`config.mk`:
```
export PLATFORM = sky130hd
export DESIGN_NAME = vga_sync
export DESIGN_NICKNAME = d
export VERILOG_FILES = /design/src/rtl/vga_pkg.sv /design/src/rtl/mod_counter.sv /design/src/rtl/vga_sync.sv
export SDC_FILE = /design/constraint.sdc
export NUM_CORES = 1
export LEC_CHECK = 0
export ABC_AREA = 1
export BUFFER_PORTS_ARGS = -buffer_cell sky130_fd_sc_hd__buf_2
export CAP_MARGIN = 5
export CORE_ASPECT_RATIO = 0.6
export CORE_MARGIN = 2
export CORE_UTILIZATION = 51
export DETAILED_ROUTE_END_ITERATION = 6
export GPL_ROUTABILITY_DRIVEN = 0
export PLACE_DENSITY = 0.81
export SLEW_MARGIN = 20
export SYNTH_ARGS = -nofsm -noshare
export SYNTH_HDL_FRONTEND = slang
export SYNTH_HIERARCHICAL = 1
export SYNTH_SLANG_ARGS = --single-unit
```
`constraint.sdc`:
```
create_clock -name clk -period 2.15 [get_ports clk]
set_input_delay 0.1075 -clock clk [delete_from_list [all_inputs] [get_ports clk]]
set_output_delay 0.1075 -clock clk [all_outputs]
set_load 0.02 [all_outputs]
```
`src/rtl/vga_pkg.sv`:
```
// rtl/vga_pkg.sv - shared raster timing constants and helpers for vga_sync
// Purpose: default 1280x1024 @ 60 Hz timing, derived totals and sync windows,
// coordinate width, and small helpers shared by the raster generator.
// Ports: none (package).
package vga_pkg;

    localparam int COORD_W = 11;
    localparam int FRAME_W = 8;

    localparam int H_VISIBLE_DEF = 1280;
    localparam int H_FP_DEF      = 48;
    localparam int H_SYNC_DEF    = 112;
    localparam int H_BP_DEF      = 248;

    localparam int V_VISIBLE_DEF = 1024;
    localparam int V_FP_DEF      = 1;
    localparam int V_SYNC_DEF    = 3;
    localparam int V_BP_DEF      = 38;

    localparam int GEN_FRAMES_DEF = 30;

    localparam int H_TOTAL_DEF      = H_VISIBLE_DEF + H_FP_DEF + H_SYNC_DEF + H_BP_DEF;
    localparam int V_TOTAL_DEF      = V_VISIBLE_DEF + V_FP_DEF + V_SYNC_DEF + V_BP_DEF;
    localparam int H_SYNC_START_DEF = H_VISIBLE_DEF + H_FP_DEF;
    localparam int H_SYNC_END_DEF   = H_SYNC_START_DEF + H_SYNC_DEF - 1;
    localparam int V_SYNC_START_DEF = V_VISIBLE_DEF + V_FP_DEF;
    localparam int V_SYNC_END_DEF   = V_SYNC_START_DEF + V_SYNC_DEF - 1;

    // Inclusive window test on a coordinate.
    function automatic logic in_window(
        input logic [COORD_W-1:0] v,
        input logic [COORD_W-1:0] lo,
        input logic [COORD_W-1:0] hi
    );
        return (v >= lo) && (v <= hi);
    endfunction

    // Map an "in sync window" flag onto the configured sync polarity.
    function automatic logic sync_level(input logic active, input logic pol);
        return active ? pol : ~pol;
    endfunction

endpackage

```
`src/rtl/mod_counter.sv`:
```
// rtl/mod_counter.sv - enabled modulo-N counter with registered wrap pulse
// Purpose: counts 0..MODULUS-1 on enabled cycles, synchronous active-high reset.
// Ports:
//   clk, rst        - clock, synchronous active-high reset
//   en              - advance enable
//   count           - registered count value
//   count_next      - value count takes at the next edge (for skew-free decode)
//   carry           - combinational: this enabled cycle wraps the counter
//   wrap            - registered carry: high for one clk while 0 is first shown
module mod_counter #(
    parameter int MODULUS = 2,
    parameter int WIDTH   = 8
) (
    input  logic             clk,
    input  logic             rst,
    input  logic             en,
    output logic [WIDTH-1:0] count,
    output logic [WIDTH-1:0] count_next,
    output logic             carry,
    output logic             wrap
);

    localparam logic [WIDTH-1:0] LAST = WIDTH'(MODULUS - 1);

    always_comb begin
        carry      = en && (count == LAST);
        count_next = count;
        if (en) begin
            count_next = carry ? '0 : count + WIDTH'(1);
        end
    end

    // wrap follows carry every clk, so it self-clears even when en stays low.
    always_ff @(posedge clk) begin
        if (rst) begin
            count <= '0;
            wrap  <= 1'b0;
        end else begin
            count <= count_next;
            wrap  <= carry;
        end
    end

endmodule

```
`src/rtl/vga_sync.sv`:
```
// rtl/vga_sync.sv - raster timing generator with generation tick for the Life engine
// Purpose: produces pixel coordinates, syncs, blanking and frame/generation pulses.
// Ports:
//   clk, rst     - clock, synchronous active-high reset
//   pix_en       - pixel-rate enable
//   pause        - freezes generation stepping (sampled on the raster wrap)
//   x, y         - current column / line
//   hsync, vsync - syncs at SYNC_POL when active
//   video_on     - x and y both inside the visible area
//   frame_start  - one-clk pulse when (0,0) is first shown after a wrap
//   gen_tick     - one-clk pulse with frame_start on each generation boundary
module vga_sync
    import vga_pkg::*;
#(
    parameter int   H_VISIBLE  = H_VISIBLE_DEF,
    parameter int   H_FP       = H_FP_DEF,
    parameter int   H_SYNC     = H_SYNC_DEF,
    parameter int   H_BP       = H_BP_DEF,
    parameter int   V_VISIBLE  = V_VISIBLE_DEF,
    parameter int   V_FP       = V_FP_DEF,
    parameter int   V_SYNC     = V_SYNC_DEF,
    parameter int   V_BP       = V_BP_DEF,
    parameter logic SYNC_POL   = 1'b1,
    parameter int   GEN_FRAMES = GEN_FRAMES_DEF
) (
    input  logic               clk,
    input  logic               rst,
    input  logic               pix_en,
    input  logic               pause,
    output logic [COORD_W-1:0] x,
    output logic [COORD_W-1:0] y,
    output logic               hsync,
    output logic               vsync,
    output logic               video_on,
    output logic               frame_start,
    output logic               gen_tick
);

    localparam int H_TOTAL = H_VISIBLE + H_FP + H_SYNC + H_BP;
    localparam int V_TOTAL = V_VISIBLE + V_FP + V_SYNC + V_BP;

    localparam logic [COORD_W-1:0] H_VIS_C = COORD_W'(H_VISIBLE);
    localparam logic [COORD_W-1:0] V_VIS_C = COORD_W'(V_VISIBLE);
    localparam logic [COORD_W-1:0] H_SS_C  = COORD_W'(H_VISIBLE + H_FP);
    localparam logic [COORD_W-1:0] H_SE_C  = COORD_W'(H_VISIBLE + H_FP + H_SYNC - 1);
    localparam logic [COORD_W-1:0] V_SS_C  = COORD_W'(V_VISIBLE + V_FP);
    localparam logic [COORD_W-1:0] V_SE_C  = COORD_W'(V_VISIBLE + V_FP + V_SYNC - 1);

    logic [COORD_W-1:0] x_next;
    logic [COORD_W-1:0] y_next;
    logic               x_carry;
    logic               x_wrap;
    logic               raster_wrap;
    logic               frame_en;
    logic [FRAME_W-1:0] frame_count;
    logic [FRAME_W-1:0] frame_next;
    logic               gen_carry;

    mod_counter #(
        .MODULUS (H_TOTAL),
        .WIDTH   (COORD_W)
    ) u_x (
        .clk        (clk),
        .rst        (rst),
        .en         (pix_en),
        .count      (x),
        .count_next (x_next),
        .carry      (x_carry),
        .wrap       (x_wrap)
    );

    // y steps in the same pix_en cycle that x wraps; its carry is the raster wrap.
    mod_counter #(
        .MODULUS (V_TOTAL),
        .WIDTH   (COORD_W)
    ) u_y (
        .clk        (clk),
        .rst        (rst),
        .en         (x_carry),
        .count      (y),
        .count_next (y_next),
        .carry      (raster_wrap),
        .wrap       (frame_start)
    );

    // pause only matters on the wrap cycle because that is the only cycle
    // in which the frame counter is ever enabled.
    assign frame_en = raster_wrap && !pause;

    mod_counter #(
        .MODULUS (GEN_FRAMES),
        .WIDTH   (FRAME_W)
    ) u_frame (
        .clk        (clk),
        .rst        (rst),
        .en         (frame_en),
        .count      (frame_count),
        .count_next (frame_next),
        .carry      (gen_carry),
        .wrap       (gen_tick)
    );

    // Qualifiers decode the coordinates being loaded this edge, so they are
    // registered alongside x/y and describe the same presented position.
    always_ff @(posedge clk) begin
        if (rst) begin
            hsync    <= ~SYNC_POL;
            vsync    <= ~SYNC_POL;
            video_on <= 1'b1;
        end else begin
            hsync    <= sync_level(in_window(x_next, H_SS_C, H_SE_C), SYNC_POL);
            vsync    <= sync_level(in_window(y_next, V_SS_C, V_SE_C), SYNC_POL);
            video_on <= (x_next < H_VIS_C) && (y_next < V_VIS_C);
        end
    end

    // Counter side outputs not needed at this level.
    logic unused_side;
    assign unused_side = ^{x_wrap, frame_count, frame_next, gen_carry};

endmodule

```
## Word level (Yosys, flattened, before mapping)

Index checks and enable logic that the tools add are counted.

| word-level totals | value |
|---|---|
| register bits | 35 |
| bits of input ports | 4 |
| output and inout port bits | 27 |
| logic and storage cells | 35 |

| cells by class | value |
|---|---|
| add/sub/neg operators | 3 |
| magnitude comparators | 6 |
| equal/unequal tests | 3 |
| multiplexer cells | 7 |
| reductions and logical operators | 8 |

Operators by type and width:

| cell | number |
|---|---|
| two-way mux 11 bit | 4 |
| adder 11 x 1 -> 11 bit (second input constant) | 2 |
| == test 11 bit (second input constant) | 2 |
| greater-or-equal comparator 11 bit (second input constant) | 2 |
| less-or-equal comparator 11 bit (second input constant) | 2 |
| < comparator 11 bit (second input constant) | 2 |
| adder 8 x 1 -> 8 bit (second input constant) | 1 |
| == test 8 x 5 -> 1 bit (second input constant) | 1 |
| two-way mux 8 bit | 1 |
| logical AND 1 bit | 7 |
| two-way mux 1 bit | 2 |
| zero test 1 bit | 1 |

## Longest topological paths before layout

| depth | value |
|---|---|
| word-level depth | 8 |
| depth in mapped cells | 18 |
| gate-level depth less buffers | 18 |

## Cells and area by module

The synthesis kept the hierarchy.

By module, submodules not included:

| module | times used | cells an instance | area each (sq um) | seq. area each (sq um) |
|---|---|---|---|---|
| mod_counter at u_x | 1 | 118 | 725.7 | 240.2 |
| mod_counter at u_y | 1 | 102 | 676.9 | 240.2 |
| mod_counter at u_frame | 1 | 85 | 528.0 | 180.2 |
| vga_sync | 1 | 36 | 188.9 | 60.1 |

## Worst setup path before layout

Ideal clock, no wire load.

| path | value |
|---|---|
| kind | reg2reg |
| start | register u_x.count[1] |
| end | register u_frame.count[6] |
| setup time | 0.126 ns |
| data arrival time | 2.402 ns |
| required time | 2.024 ns |
| path slack | -0.379 ns |
| stages on the path, launching flop included | 19 |
| path buffers | 0 |
| period minus slack after synthesis | 2.529 ns |
| cells stage by stage | dfxtp_1 -> ha_1 -> nand2_1 -> inv_1 -> nand4_2 -> inv_1 -> nand2_2 -> nor2_2 -> nand4_4 -> inv_1 -> inv_1 -> nor2_1 -> inv_1 -> nor2_1 -> nand2_1 -> nor2_4 -> nor2_1 -> nand2_1 -> nor2_1 |

| between the ends | value |
|---|---|
| cells in the longest elaborated chain, start to end | 6 |

Ends and longest elaborated chain:

| what | line | RTL |
|---|---|---|
| start, declared | mod_counter.sv:17 | `output logic [WIDTH-1:0] count,` |
| start signal, assigned | mod_counter.sv:39 | `count <= count_next;` |
| == test 11 bit | mod_counter.sv:26 | `carry = en && (count == LAST);` |
| logical AND 1 bit | mod_counter.sv:26 |  |
| named net x_carry | vga_sync.sv:51 | `logic x_carry;` |
| logical AND 1 bit | mod_counter.sv:26 |  |
| named net raster_wrap | vga_sync.sv:53 | `logic raster_wrap;` |
| logical AND 1 bit | vga_sync.sv:88 | `assign frame_en = raster_wrap && !pause;` |
| named net frame_en | vga_sync.sv:54 | `logic frame_en;` |
| logical AND 1 bit | mod_counter.sv:26 |  |
| named net gen_carry | vga_sync.sv:57 | `logic gen_carry;` |
| two-way mux 8 bit | mod_counter.sv:29 | `count_next = carry ? '0 : count + WIDTH'(1);` |
| end signal, assigned | mod_counter.sv:39 |  |
| end, declared | mod_counter.sv:17 |  |

The timed path passes the listed nets, and every way through them passes these cells.
A chain may end at the register's enable or synchronous reset.

## Worst setup path after layout

| path | value |
|---|---|
| start | register u_x.count[3] |
| end | register u_frame.count[1] |

| between the ends | value |
|---|---|
| cells in the longest elaborated chain, start to end | 6 |

Ends and longest elaborated chain:

| what | line |
|---|---|
| == test 11 bit * | mod_counter.sv:26 |
| logical AND 1 bit * | mod_counter.sv:26 |
| named net x_carry | vga_sync.sv:51 |
| logical AND 1 bit * | mod_counter.sv:26 |
| named net raster_wrap | vga_sync.sv:53 |
| logical AND 1 bit * | vga_sync.sv:88 |
| named net frame_en | vga_sync.sv:54 |
| logical AND 1 bit | mod_counter.sv:26 |
| two-way mux 8 bit | mod_counter.sv:29 |

Mark *: on every way through the listed nets, which the timed path passes. The rest lies on a longest branch.

==> qor.log <==
INFO  synth          synth_nets=336
INFO  critical_path  critPathKind=flop to flop
INFO  route          per_cell_via_count_in_the_routed_design=4.91
INFO  placed_design  dp_cells=411
INFO  route          detail_route.first_pass.iterations=4
INFO  placed_design  post-place-ws=65.1ps
INFO  sta            clock.fmax=497MHz
INFO  placed_design  placement.cell_area=2360squm
INFO  sta            final_setup_violation_count=0
INFO  critical_path  crit_family=simple AND/OR/NAND/NOR gates
INFO  critical_path  critical_path_required=2300ps
INFO  critical_path  crit_path_max_fanout=6
INFO  sta            finalHoldViolations=0
INFO  layout         antenna_fix_cells=0
INFO  layout         layout.nets=382
INFO  route          antenna_violating_nets_post_route=0
INFO  clock_network  cts.hold.buffers_added=0
INFO  critical_path  setup.worst_path.end_class=flop
INFO  global_route   initial_antenna_violation_count=0
INFO  sta            finalMaxSlewViolations=0
INFO  route          drc=0
INFO  sta            max_slew.worst_pin.slew=573ps
INFO  critical_path  worst-path-buf-inv=4
INFO  synth          mappedNetlistArea=2050squm
INFO  floorplanning  placementRows=17
INFO  critical_path  critical_path.cell_chain=inv_2, nand2_1, nor2_2, nand4_4, inv_4, nand2_2, nor2_4, nand4_4, inv_1, inv_1, nor2_4, nand2_4, nor2_4, nand3_4, nand2_1, a21oi_1
INFO  synth          synth-warning-count=6
INFO  sta            timing.clock.skew=10.6ps
INFO  power          p_seq_frac=0.506
INFO  critical_path  worst_path_largest_cell_delay=340ps
INFO  floorplanning  die_area=4560squm
INFO  floorplanning  floorplan.core_area=3760squm
INFO  power          share_clk_of_total_power=0.462
INFO  clock_network  cts.sinks=35
INFO  power          pwr-share-comb=0.032
INFO  synth          avgSynthCellArea=6.27squm
INFO  route          totalWireLength=4960um
INFO  critical_path  reg2reg_setup_slack=140ps
INFO  power          vdd_ir_drop_max=0.272mV
INFO  critical_path  cp_startpoint=u_x/count[3]
INFO  placed_design  numPortBuffers=30
INFO  floorplanning  start_util=0.545
INFO  critical_path  timing.critical_path.from_type=flop
INFO  critical_path  reg2reg_to=u_frame/count[1]
INFO  critical_path  regToRegStartpoint=u_x/count[3]
INFO  route          vias=2067
INFO  floorplanning  dieWidth=85.9um
INFO  sta            max_slew_margin=0.618
INFO  route          wire_per_inst=11.8um
INFO  floorplanning  top_level_ports=31
INFO  critical_path  worst_r2r_path_depth=16
INFO  critical_path  critical_path_depth=16
INFO  floorplanning  overall_die_height=53.1um
INFO  power          power.static_leakage=1.30nW
INFO  clock_network  cts.reportedPaths.clkPinSlew=70ps
INFO  global_route   number_of_global_route_vias_before_repair=1896
INFO  synth          post_synth_inst_count=327
INFO  critical_path  cp_common_cell=nor2_4
INFO  layout         layout-drive-gt1-share=0.257
INFO  worst_hold_path holdCritPathClass=input pin to flop
INFO  clock_network  htree_levels=2
INFO  layout         post_layout_nonfiller_instances=421
INFO  route          drtIter0Drc=127
INFO  clock_network  cts_tree=done
INFO  run            timing.max_cap.violations=0
INFO  outcome        result_of_the_run=complete, no violations
INFO  layout         synthToLayoutAreaGrowth=25.3%
INFO  clock_network  clock_latency=290ps
INFO  clock_network  clock_buffers_created_by_tritoncts=5
INFO  sta            final_period_minus_worst_setup_slack=2010ps
INFO  sta            finalCritPeriodShare=0.936
INFO  global_route   grt_first_pass_wirelength=8360um
INFO  power          power=1.29mW
INFO  critical_path  crit_path_end=u_frame/count[1]
INFO  sta            layout_setup_ws=137ps
INFO  placed_design  detailedPlacementHpwl=3590um
INFO  clock_network  clockRootBuffer=clkbuf_8
INFO  power          cell_internal_pwr=1.01mW
INFO  global_route   overflow=0
INFO  global_route   grt.total_usage=0.238
INFO  critical_path  worstPathArrival=2160ps
INFO  power          power.density_cell_area=501nW/um^2
INFO  critical_path  slowest_stage=dfxtp_2
INFO  layout         design_area=2570squm
INFO  global_route   grt_max_degree=29
INFO  power          p_sw=282uW
INFO  clock_network  clockBufferDepth=2
INFO  power          netSwitchingFraction=0.219
INFO  layout         fin_util=0.683
==> layout make-up <==
class / count / area (sq um)
inverter: 62 / 235
clock buffer: 5 / 68.8
multi-input combinational: 226 / 1190
clock inverter: 3 / 43.8
sequential: 35 / 721
fill: 328 / 1190
tap: 47 / 58.8
timing repair buffer: 43 / 248
==> flip-flops by register name, summed over array words and instances, names as in the netlist <==
register       flops
u_x/count         11
u_y/count         11
u_frame/count      8
hsync              1
u_frame/wrap       1
u_y/wrap           1
video_on           1
vsync              1
==> worst min-delay path by stage <==
stage / from / endpoint / slack (ps) / cells past startpoint
floorplan: rst / u_y/count[0] / 180 / 1
global placement: pix_en / u_x/count[3] / 470 / 4
detailed placement: pix_en / u_x/count[3] / 480 / 4
CTS: pix_en / u_x/count[3] / 180 / 4
global route: pix_en / u_x/count[3] / 220 / 4
finish: pix_en / u_x/count[3] / 180 / 4
==> placed cells by master (no fill, tap or decap), drive strengths merged <==
cell / n
dfxtp: 35
a21oi: 7
ha: 5
buf: 43
clkbuf: 5
bufinv: 1
nand3: 28
nor2: 69
o21ai: 3
xor2: 2
inv: 62
a21o: 2
or2: 1
o21bai: 3
nand4: 10
nand2: 88
nor3: 8
clkinv: 2
==> power groups by stage <==
stage          sequential [mW]  combinational [mW]  clock [mW]
2_1_floorplan            0.671              0.0204           0
3_3_place_gp             0.668              0.0392           0
3_5_place_dp             0.668              0.0399           0
4_1_cts                  0.653              0.0402       0.607
5_1_grt                  0.652              0.0457       0.631
6_report                 0.651              0.0414       0.595
==> per-stage QoR <==
step,setup TNS [ps],hold slack [ps]
floorplan,0,177
global placement,0,473
detailed placement,0,483
CTS,0,176
global route,-68.5,218
finish,0,181
==> per-layer routing <==
metal / vias to the layer above / GRT usage / part of all wire
li1: 1096 / - / -
met2: 51 / 0.370 / 0.43
met3: 2 / 0.0593 / 0.053
met4: 0 / 0.0608 / 0.0034
met5: - / 0 / 0
met1: 918 / 0.332 / 0.51
==> worst register-to-register path: cells and delay by family (launching register included) <==
family	cells	cell delay (ps)
flip-flops	1	340
AO/OA/AOI/OAI	1	60
buffers and inverters	4	290
AND/OR/NAND/NOR	11	1180
==> timing repair <==
action	in CTS	in global routing
endpoints found under the setup margin	0	10
gates resized for setup	0	22
setup buffers	0	2
Note: power is estimated with default switching activity, not from simulation.
